--- config.mk ---
export PLATFORM = sky130hd
export DESIGN_NAME = sr595_frame_receiver
export DESIGN_NICKNAME = d
export VERILOG_FILES = /design/src/rtl/sr595_frame_receiver.sv
export SDC_FILE = /design/constraint.sdc
export NUM_CORES = 1
export LEC_CHECK = 0
export CAP_MARGIN = 20
export CORE_MARGIN = 2
export CORE_UTILIZATION = 56
export DETAILED_ROUTE_END_ITERATION = 6
export PLACE_DENSITY = 0.83
export SLEW_MARGIN = 20
export SYNTH_ARGS = -nofsm -noshare
export SYNTH_HDL_FRONTEND = slang
export SYNTH_SLANG_ARGS = --single-unit
--- constraint.sdc ---
create_clock -name clk -period 5.29 [get_ports clk]
set_input_delay 0.7935 -clock clk [delete_from_list [all_inputs] [get_ports clk]]
set_output_delay 0.7935 -clock clk [all_outputs]
set_load 0.01 [all_outputs]
--- src/rtl/sr595_frame_receiver.sv ---
// Receive side of a 74HC595 SCLK/DATA/LATCH link: oversamples the pins with clk and
// rebuilds the latched word of a NUM_ICS-deep 595 chain, flagging bad-length frames.
module sr595_frame_receiver #(
  parameter int NUM_ICS     = 2,
  parameter int SYNC_STAGES = 2
) (
  input  logic                   clk,
  input  logic                   rst_n,
  input  logic                   sclk_i,
  input  logic                   data_i,
  input  logic                   latch_i,
  output logic [8*NUM_ICS-1:0]   word_o,
  output logic                   word_valid_o,
  output logic                   frame_err_o,
  output logic [15:0]            frame_cnt_o,
  output logic                   busy_o
);

  localparam int W  = 8 * NUM_ICS;
  localparam int CW = $clog2(W + 2);

  localparam logic [CW-1:0] CNT_FULL = CW'(W);
  localparam logic [CW-1:0] CNT_SAT  = CW'(W + 1);

  typedef enum logic {
    IDLE,
    SHIFT
  } state_t;

  state_t state_q, state_d;

  logic [SYNC_STAGES-1:0] sclk_sync, data_sync, latch_sync;
  logic                   sclk_hist, latch_hist;
  logic                   sclk_rise_q, latch_rise_q;
  logic                   data_d;
  logic [W-1:0]           shreg;
  logic [CW-1:0]          bit_cnt;

  // Equal-depth synchronizers keep data aligned with sclk; the edge pulses and the
  // matching data sample are registered once more so all three stay in lock-step.
  // NOTE: synchronizer and history flops are reset too, so a pin that is already high
  // when reset releases is seen as a fresh rising edge rather than silently ignored.
  always_ff @(posedge clk) begin
    if (!rst_n) begin
      sclk_sync    <= '0;
      data_sync    <= '0;
      latch_sync   <= '0;
      sclk_hist    <= 1'b0;
      latch_hist   <= 1'b0;
      sclk_rise_q  <= 1'b0;
      latch_rise_q <= 1'b0;
      data_d       <= 1'b0;
    end else begin
      // NOTE: non-blocking assignments let every stage of the chain sample the value
      // its predecessor held before this edge; blocking would collapse the chain.
      sclk_sync    <= {sclk_sync[SYNC_STAGES-2:0], sclk_i};
      data_sync    <= {data_sync[SYNC_STAGES-2:0], data_i};
      latch_sync   <= {latch_sync[SYNC_STAGES-2:0], latch_i};
      sclk_hist    <= sclk_sync[SYNC_STAGES-1];
      latch_hist   <= latch_sync[SYNC_STAGES-1];
      sclk_rise_q  <= sclk_sync[SYNC_STAGES-1] & ~sclk_hist;
      latch_rise_q <= latch_sync[SYNC_STAGES-1] & ~latch_hist;
      data_d       <= data_sync[SYNC_STAGES-1];
    end
  end

  always_ff @(posedge clk) begin
    if (!rst_n) begin
      state_q <= IDLE;
    end else begin
      state_q <= state_d;
    end
  end

  // A shift edge always leaves us in SHIFT, even when it coincides with a latch.
  always_comb begin
    // NOTE: default first so every path assigns state_d and no latch is inferred.
    state_d = state_q;
    if (sclk_rise_q) begin
      state_d = SHIFT;
    end else if (latch_rise_q) begin
      state_d = IDLE;
    end
  end

  always_comb begin
    busy_o = (state_q == SHIFT);
  end

  // Latch samples shreg before any coincident shift, like a 595 with tied clocks;
  // shreg itself is never cleared by a latch.
  always_ff @(posedge clk) begin
    if (!rst_n) begin
      shreg        <= '0;
      bit_cnt      <= '0;
      word_o       <= '0;
      word_valid_o <= 1'b0;
      frame_err_o  <= 1'b0;
      frame_cnt_o  <= '0;
    end else begin
      word_valid_o <= 1'b0;
      frame_err_o  <= 1'b0;

      if (latch_rise_q) begin
        word_o       <= shreg;
        word_valid_o <= 1'b1;
        if (bit_cnt == CNT_FULL) begin
          frame_cnt_o <= frame_cnt_o + 16'd1;
        end else begin
          frame_err_o <= 1'b1;
        end
      end

      if (sclk_rise_q) begin
        shreg <= {shreg[W-2:0], data_d};
        if (latch_rise_q) begin
          bit_cnt <= CW'(1);
        end else if (bit_cnt != CNT_SAT) begin
          bit_cnt <= bit_cnt + CW'(1);
        end
      end else if (latch_rise_q) begin
        bit_cnt <= '0;
      end
    end
  end

endmodule

==> impl_metrics.env <==
export IMPL_outcome="completed"
export IMPL_area_delta_synth_final_pct=24.9
export IMPL_reg2reg_depth=6
export IMPL_r2r_start="bit_cnt[0]"
export IMPL_hold_violations=0
export IMPL_drtPass1Iterations=4
export IMPL_synthTopCellsByCount="dfxtp_1 (67), nor2_1 (46), mux2i_1 (32), a21oi_1 (11), nand2_1 (10)"
export IMPL_fin_ws_ns=3.04
export IMPL_yosysUniqueCellTypes=34
export IMPL_worstSetupStartpointType="primary input"
export IMPL_synth_seq_cells=67
export IMPL_wl_mm=4.66
export IMPL_slew_viol_final=0
export IMPL_grt_pass1_vias=1740
export IMPL_initial_core_util=0.582
export IMPL_cts_setup_buffers=0
export IMPL_drive_gt1_frac=0.0743
export IMPL_ys_flop_type="dfxtp_1"
export IMPL_grt_max_degree=37
export IMPL_cts_tree="built"
export IMPL_placed_cells=332
export IMPL_die_area_mm2=0.00508
export IMPL_gr_total_overflow=0
export IMPL_r2r_end="frame_cnt_o[14]"
export IMPL_timing_slew_headroom=0.600
export IMPL_rows=24
export IMPL_insertion_delay_ns=0.34
export IMPL_fin_crit_sh=0.426
export IMPL_power_mw=1.04
export IMPL_clock_fmax_ghz=0.444
export IMPL_tightest_slew_ns=0.600
export IMPL_grt_usage=0.199
export IMPL_clk_pin_slew_ns=0.06
export IMPL_hold_path_depth=1
export IMPL_netlist_area_leader_share=0.529
export IMPL_chipWidth_um=71.3
export IMPL_fin_cells=348
export IMPL_syn_cell_area_mm2=0.00254
export IMPL_cts_resized=0
export IMPL_yosysMostFrequentCell="dfxtp_1"
export IMPL_fin_tns_setup_ns=0
export IMPL_cts_max_level=3
export IMPL_clockPowerShare=0.488
export IMPL_vdd_drop_max_uv=265
export IMPL_yosysWarningCount=0
export IMPL_dp_hpwl_mm=2.88
export IMPL_r2r_slack_ns=3.30
export IMPL_dr_first_iter_drc_count=83
export IMPL_min_from="sclk_hist"
export IMPL_dpl_worst_slack_ns=2.73
export IMPL_cp_arrival_ns=2.52
export IMPL_num_vias=1845
export IMPL_cts_sinks=67
export IMPL_syn_nets=263
export IMPL_grt_pass1_wl_mm=7.84
export IMPL_fin_nets=300
export IMPL_die_y_um=71.3
export IMPL_synth_edf_count=0
export IMPL_avgSynthCellArea_um2=9.98
export IMPL_place_congestion=0.766
export IMPL_pin_count=40
export IMPL_finalHoldWorstSlack_ns=0.376
export IMPL_whs_endpoint="sclk_rise_q"
export IMPL_async_reset_ff_frac=0
export IMPL_insertedDiodeCount=0
export IMPL_p_sw_uw=198
export IMPL_core_area_mm2=0.00435
export IMPL_hold_path_class="reg2reg"
export IMPL_power_leakage_nw=1.11
export IMPL_cp_max_fo=36
export IMPL_clock_skew_ns=0.00450
export IMPL_cts_root_buf="clkbuf_8"
export IMPL_viasPerCell=5.30
export IMPL_swShare=0.191
export IMPL_syn_inst=254
export IMPL_final_setup_viol_count=0
export IMPL_p_comb_frac=0.021
export IMPL_rsz0062_at_grt="false"
export IMPL_critical_path_endpoint_type="flop"
export IMPL_p_seq_frac=0.491
export IMPL_power_density_mw_per_mm2=328
export IMPL_cts_buffers_inserted=9
export IMPL_drcViolationCount=0
export IMPL_synth_area_leaders="dfxtp_1 (53%), mux2i_1 (13%), nor2_1 (6.8%)"
export IMPL_wl_per_cell_um=13.4
export IMPL_p_int_uw=842
export IMPL_antenna_found_initial=0
export IMPL_maxCapViolations=0
export IMPL_cts_max_path_buffers=2
export IMPL_min_period_ns=2.25
export IMPL_path_class="in2reg"
export IMPL_cp_required_ns=5.56
export IMPL_yosys_area_top_type="dfxtp_1"
export IMPL_port_buffers=39
export IMPL_ys_seq_area_frac=0.529
export IMPL_drtAntennaViolNets=0
export IMPL_holdBufCountCts=0
## power groups by stage
stage | Sequential [mW] | Clock (mW) | Combinational [mW]
floorplan | 0.521 | 0 | 0.0166
global placement | 0.523 | 0 | 0.0212
detailed placement | 0.523 | 0 | 0.0214
CTS | 0.511 | 0.515 | 0.0218
global route | 0.511 | 0.536 | 0.0237
finish | 0.511 | 0.508 | 0.0216
## sequential cells by signal, summed over array words and instances (netlist names)
register	count
bit_cnt	5
busy_o	1
data_d	1
data_sync	2
frame_cnt_o	16
frame_err_o	1
latch_hist	1
latch_rise_q	1
latch_sync	2
sclk_hist	1
sclk_rise_q	1
sclk_sync	2
shreg	16
word_o	16
word_valid_o	1
## stage by stage
stage               instance area, um2  utilization
floorplan                         2540            -
global placement                  2930        0.672
CTS                               3170        0.727
finish                            3170        0.728
detailed placement                2930        0.672
global route                      3170        0.728
## layout make-up
type	instances	area, um2
timing repair buffer	41	405
tap	52	65.1
fill	303	1190
multi-input combinational	167	1090
sequential	67	1340
clock inverter	5	100
clock buffer	11	141
inverter	5	18.8
## worst max path at each step
stage,startpoint,endpoint,slack (ns),depth (start not counted)
CTS,rst_n,bit_cnt[0],3.05,4
detailed placement,rst_n,bit_cnt[0],2.73,4
global route,rst_n,word_o[5],2.87,4
finish,rst_n,shreg[5],3.04,4
global placement,rst_n,bit_cnt[0],2.76,4
floorplan,bit_cnt[0],frame_cnt_o[13],3.54,7
## kinds of logic (layout without fill, tap and decap cells)
| kind of cell | after synthesis | in the layout | share of synthesized area |
|---|---|---|---|
| AND/OR/NAND/NOR | 99 | 99 | 0.201 |
| flip-flops | 67 | 67 | 0.529 |
| multiplexers | 32 | 32 | 0.126 |
| AO/OA/AOI/OAI | 22 | 22 | 0.0503 |
| buffers and inverters | 20 | 62 | 0.0395 |
| XOR/XNOR | 10 | 10 | 0.0345 |
| adder cells (fa/ha/maj) | 4 | 4 | 0.0197 |
## critical path: stages
cell	delay, ns
clkdlybuf4s50_1	0.66
clkinv_1	0.49
buf_4	0.42
nor2_1	0.15
## cell usage in the layout, fill, tap and decap left out, drive strengths merged, types with 2 or more instances in the layout
cell type	instances
dfxtp	67
nor2	46
clkdlybuf4s50	39
mux2i	32
a21oi	11
clkbuf	11
nand2	10
and2	9
xor2	8
nand3	7
o31ai	6
nand4	5
or4	5
inv	4
o21ai	4
ha	4
and3	3
bufinv	3
or3	3
clkinv	3
and4	2
nor2b	2
nor3	2
xnor2	2
buf	2
or2	2
## metal layers
layer,track usage,up-vias,part of all wire
li1,-,939,-
met4,0.0881,0,0.018
met2,0.335,49,0.49
met5,0,-,0
met1,0.235,848,0.44
met3,0.0591,9,0.050
Power figures use the tool's default switching activity.
